--- config.mk ---
export PLATFORM = sky130hd
export DESIGN_NAME = pixel_conf_sequencer
export DESIGN_NICKNAME = d
export VERILOG_FILES = /design/src/rtl/pixel_conf_sequencer.sv
export SDC_FILE = /design/constraint.sdc
export NUM_CORES = 1
export LEC_CHECK = 0
export ABC_CLOCK_PERIOD_IN_PS = 3250
export BUFFER_PORTS_ARGS = -buffer_cell sky130_fd_sc_hd__buf_2
export CORE_UTILIZATION = 52
export DETAILED_ROUTE_END_ITERATION = 6
export PLACE_DENSITY = 0.84
export SLEW_MARGIN = 20
export SYNTH_ARGS = -nofsm -noshare
export SYNTH_HDL_FRONTEND = slang
export SYNTH_SLANG_ARGS = --single-unit
--- constraint.sdc ---
create_clock -name Clk -period 3.25 [get_ports Clk]
set_clock_uncertainty 0.15 [all_clocks]
set_input_delay 0.4875 -clock Clk [delete_from_list [all_inputs] [get_ports Clk]]
set_output_delay 0.4875 -clock Clk [all_outputs]
set_load 0.02 [all_outputs]
--- src/rtl/pixel_conf_sequencer.sv ---
// Command sequencer for the per-pixel 8-bit config latch: write, read and write-verify of one pixel,
// with a glitch-free level-sensitive write strobe and a timed readback sample.
module pixel_conf_sequencer #(
  parameter int NUM_PIX  = 8,
  parameter int ADDR_W   = 3,
  parameter int WR_PULSE = 2,
  parameter int SETTLE   = 2
) (
  input  logic               Clk,
  input  logic               Reset,
  input  logic               CmdValid,
  output logic               CmdReady,
  input  logic               CmdWrite,
  input  logic               CmdVerify,
  input  logic [ADDR_W-1:0]  CmdAddr,
  input  logic [7:0]         CmdData,
  output logic               RspValid,
  input  logic               RspReady,
  output logic [7:0]         RspData,
  output logic               RspErr,
  output logic [NUM_PIX-1:0] PixSel,
  output logic               PixWr,
  output logic [7:0]         PixDataIn,
  input  logic [7:0]         PixDataOut
);

  // The capture step shares the last SETTLE cycle, so it has no state of its own.
  typedef enum logic [2:0] {
    S_IDLE, S_SETUP, S_STROBE, S_HOLD, S_SETTLE, S_RESP
  } state_t;

  localparam logic [3:0]      WR_LOAD = 4'(WR_PULSE - 1);
  localparam logic [3:0]      ST_LOAD = 4'(SETTLE - 1);
  localparam logic [ADDR_W:0] PIX_LIM = (ADDR_W+1)'(NUM_PIX);

  state_t              state_q, state_d;
  logic [3:0]          cnt_q;
  logic [ADDR_W-1:0]   addr_q;
  logic [7:0]          wdata_q;
  logic                write_q, verify_q, addr_ok_q;
  logic [7:0]          rsp_data_q;
  logic                rsp_err_q;

  logic accept, cmd_addr_ok, cnt_zero, sel_active;

  assign accept      = CmdValid && (state_q == S_IDLE);
  assign cmd_addr_ok = ({1'b0, CmdAddr} < PIX_LIM);
  assign cnt_zero    = (cnt_q == 4'd0);

  always_comb begin
    state_d = state_q;
    case (state_q)
      // Good-address reads skip SETUP: select and settle start together.
      S_IDLE:   if (CmdValid) state_d = (!CmdWrite && cmd_addr_ok) ? S_SETTLE : S_SETUP;
      S_SETUP:  if (!addr_ok_q)   state_d = S_RESP;
                else if (write_q) state_d = S_STROBE;
                else              state_d = S_SETTLE;
      S_STROBE: if (cnt_zero) state_d = S_HOLD;
      S_HOLD:   state_d = verify_q ? S_SETTLE : S_RESP;
      S_SETTLE: if (cnt_zero) state_d = S_RESP;
      S_RESP:   if (RspReady) state_d = S_IDLE;
      default:  state_d = S_IDLE;
    endcase
  end

  always_ff @(posedge Clk) begin
    if (Reset) begin
      state_q    <= S_IDLE;
      cnt_q      <= 4'd0;
      addr_q     <= '0;
      wdata_q    <= 8'h00;
      write_q    <= 1'b0;
      verify_q   <= 1'b0;
      addr_ok_q  <= 1'b0;
      rsp_data_q <= 8'h00;
      rsp_err_q  <= 1'b0;
    end else begin
      state_q <= state_d;
      if (state_d == S_STROBE && state_q != S_STROBE)      cnt_q <= WR_LOAD;
      else if (state_d == S_SETTLE && state_q != S_SETTLE) cnt_q <= ST_LOAD;
      else if (!cnt_zero)                                  cnt_q <= cnt_q - 4'd1;

      if (accept) begin
        addr_q     <= CmdAddr;
        write_q    <= CmdWrite;
        verify_q   <= CmdWrite && CmdVerify;
        addr_ok_q  <= cmd_addr_ok;
        rsp_data_q <= 8'h00;
        rsp_err_q  <= !cmd_addr_ok;
        // Write data only moves while idle, so it is frozen around the whole strobe window.
        if (CmdWrite && cmd_addr_ok) wdata_q <= CmdData;
      end

      if (state_q == S_SETTLE && cnt_zero) begin
        rsp_data_q <= PixDataOut;
        rsp_err_q  <= verify_q && (PixDataOut != wdata_q);
      end
    end
  end

  assign sel_active = addr_ok_q &&
                      (state_q == S_SETUP || state_q == S_STROBE ||
                       state_q == S_HOLD  || state_q == S_SETTLE);

  for (genvar i = 0; i < NUM_PIX; i++) begin : g_sel
    assign PixSel[i] = sel_active && (addr_q == ADDR_W'(i));
  end

  assign CmdReady  = (state_q == S_IDLE);
  assign RspValid  = (state_q == S_RESP);
  assign RspData   = rsp_data_q;
  assign RspErr    = rsp_err_q;
  assign PixWr     = (state_q == S_STROBE);
  assign PixDataIn = wdata_q;

endmodule
==> flow_summary.yaml <==
outcome:
  run_status: "completed"
layout:
  layout_cell_share_with_drive_strength_beyond_1: 0.281
  final_nets: 250
  num_antenna_cells: 0
  fillCellCount: 240
  area.growth.synth_to_final_pct: 20.5
setup_path:
  worst-endpoint-required_ns: 2.61
  worst_setup_path_start_kind: "flip-flop"
  endpoint_arrival_time_on_the_critical_path_ns: 1.78
  critical_path_peak_fanout: 16
  worst-r2r-cell-count: 4
  cp-end-kind: "output port"
  timing.setup.critical_path_class: "flip-flop to output port"
power:
  power_per_cell_area_nw_per_um2: 616
  p_comb_frac: 0.356
  worst_ir_drop_vdd_uv: 531
  power_frac_seq: 0.454
  power.share.clock: 0.190
  power.switching_mw: 0.404
  switching_share: 0.379
  total_leakage_power_nw: 0.749
  p_int_mw: 0.661
clock_tree:
  cts_buffers: 5
  post-cts-setup-buffers: 0
  clock_sinks: 30
  cts.repair.resized: 0
  clock_tree.htree_level_count: 2
  worst_skew_pair.late_latency_ns: 0.33
  cts.root.buffer_cell: "sky130_fd_sc_hd__clkbuf_4"
  clock_tree.buffer_depth: 2
  cts_tree: "done"
  clkTransAtPathRegs_ns: 0.09
  cts-hold-fix-buffers: 0
yosys:
  most_instantiated_flip_flop_cell_in_the_synthesis_netlist: "sky130_fd_sc_hd__dfxtp_1"
  synth_most_common_cell: "sky130_fd_sc_hd__dfxtp_1"
  ys_seq_elements: 30
  synth.top_cells.by_count: "30 x sky130_fd_sc_hd__dfxtp_1, 22 x sky130_fd_sc_hd__nand2_1, 22 x sky130_fd_sc_hd__nor2_1"
  synthTopCellsByArea: "sky130_fd_sc_hd__dfxtp_1 42%, sky130_fd_sc_hd__xnor2_1 6.1%, sky130_fd_sc_hd__nand2_1 5.8%, sky130_fd_sc_hd__nor2_1 5.8%, sky130_fd_sc_hd__a21oi_1 5.6%"
  synthesis.nets: 200
  syn-mean-instance-area_sq_um: 8.25
  ys_types: 36
  ys.warnings.count: 0
  synth.cell_area_sq_um: 1440
  netlist.area_leader.share: 0.418
  synth_cells: 174
  synth_largest_area_cell: "sky130_fd_sc_hd__dfxtp_1"
  synth-edff-count: 0
  synth_seq_area_share: 0.418
  async_reset_ff_frac: 0
grt:
  grt_start_max_net_pins: 30
  grt_pass1_vias: 1068
  antenna_found_initial: 0
  grt_first_pass_wirelength_mm: 4.75
  globalRouteTotalUtil: 0.233
  grt_remaining_overflow: 0
placed_design:
  pre_cts_slack_ns: 1.17
  final_replace_weighted_congestion: 0.741
  portBuffers: 52
  detailed_place_hpwl_mm: 2.21
sta:
  max_transition_viols_final: 0
  max_freq_ghz: 0.414
  slew_limit_headroom: 0.520
  post-route-min-period_ns: 2.41
  final_worst_path_cycle_share: 0.742
  setup_repair_after_global_routing_missed_its_margin: "false"
  finalHoldViolations: 0
  setup_violations: 0
  final_sum_of_negative_setup_slack_ns: 0
  worstMarginPinSlew_ns: 0.717
  worst_slack_ns: 0.837
run:
  maxCapViolations: 0
routing:
  antenna_violating_nets_post_route: 0
  avgRoutedWirePerCell_um: 12.3
  dr.pass1.iters: 5
  dr_vias: 1380
  remaining_drc_errors: 0
  vias_per_cell: 5.43
  drt_first_iter_violations: 29
  total_routed_length_mm: 3.12
floorplanning:
  chipWidth_um: 54.5
  ioPinCount: 53
  design.core.area_sq_um: 2540
  start_util: 0.564
  dieArea_sq_um: 2970
  die_h_um: 54.5
  fp-row-count: 18
min_path:
  min-delay-path-class: "input pin to flip-flop"
  worst_hold_path.num_cells: 3
## through the flow
stage	utilization	instance area, sq um	hold slack (ns)	std cells	power, mW
global route	0.679	1730	0.226	254	1.15
detailed placement	0.661	1680	0.318	247	0.869
finish	0.679	1730	0.238	254	1.06
CTS	0.679	1730	0.226	254	1.07
floorplan	-	1440	0.295	174	0.780
global placement	0.661	1680	0.305	247	0.863
## power by group through the flow
stage	logic, mW	registers (mW)	clock network, mW
floorplan	0.285	0.495	0
global placement	0.373	0.490	0
detailed placement	0.378	0.491	0
CTS	0.380	0.483	0.209
global route	0.430	0.493	0.224
finish	0.379	0.484	0.203
## layout make-up
| class | instances | area, sq um | area share |
|---|---|---|---|
| Multi-Input combinational cell | 132 | 772 | 0.446 |
| Sequential cell | 30 | 601 | 0.347 |
| Timing Repair Buffer | 52 | 260 | 0.151 |
| Clock buffer | 5 | 37.5 | 0.0217 |
| Tap cell | 30 | 37.5 | 0.0217 |
| Inverter | 3 | 11.3 | 0.00651 |
| Clock inverter | 2 | 10.0 | 0.00579 |
## sequential cells by signal, indices dropped and copies added, names as in the netlist
signal,cells
addr_q,3
PixDataIn,8
state_q,3
RspErr,1
cnt_q,4
verify_q,1
write_q,1
addr_ok_q,1
RspData,8
## logic make-up (layout without fill, tap and decap cells)
family	count (synthesis)	after routing	synth area share
buffers and inverters	12	62	0.0436
adder cells (fa/ha/maj)	1	1	0.00872
flip-flops	30	30	0.418
AND/OR/NAND/NOR	83	83	0.302
XOR/XNOR	10	10	0.0610
AO/OA/AOI/OAI	38	38	0.167
## layout by cell type (no fill, tap or decap), types with 4 or more instances in the layout
cell type                   n
sky130_fd_sc_hd__buf_2     52
sky130_fd_sc_hd__nand2_1   22
sky130_fd_sc_hd__o21ai_0    5
sky130_fd_sc_hd__nor2_1    22
sky130_fd_sc_hd__dfxtp_1   30
sky130_fd_sc_hd__nand2b_1   4
sky130_fd_sc_hd__a21oi_1   16
sky130_fd_sc_hd__a22oi_1    8
sky130_fd_sc_hd__nand3_1   10
sky130_fd_sc_hd__xnor2_1   10
sky130_fd_sc_hd__clkbuf_4   5
## worst max-delay path, stage by stage (launching register included)
cell and delay (ns):
sky130_fd_sc_hd__dfxtp_1 0.68, sky130_fd_sc_hd__or3_1 0.23, sky130_fd_sc_hd__nand4b_1 0.18, sky130_fd_sc_hd__nor3_1 0.17, sky130_fd_sc_hd__buf_2 0.19
## worst paths after layout
check	slack, ns	endpoint	from
max	0.84	PixSel[0]	state_q[2]
min	0.24	addr_q[0]	CmdAddr[0]
max reg2reg	1.17	PixDataIn[5]	state_q[0]
min reg2reg	0.33	addr_q[2]	addr_q[2]
## layer usage
layer,share of wire,vias to the layer above,global-route usage,wire length (um)
met5,0,-,0,0
met4,0.013,0,0.0769,41
met3,0.054,6,0.0917,168
met2,0.46,39,0.354,1420
met1,0.48,630,0.301,1490
li1,-,705,-,-
No activity file was read; power rests on OpenSTA's default activity.
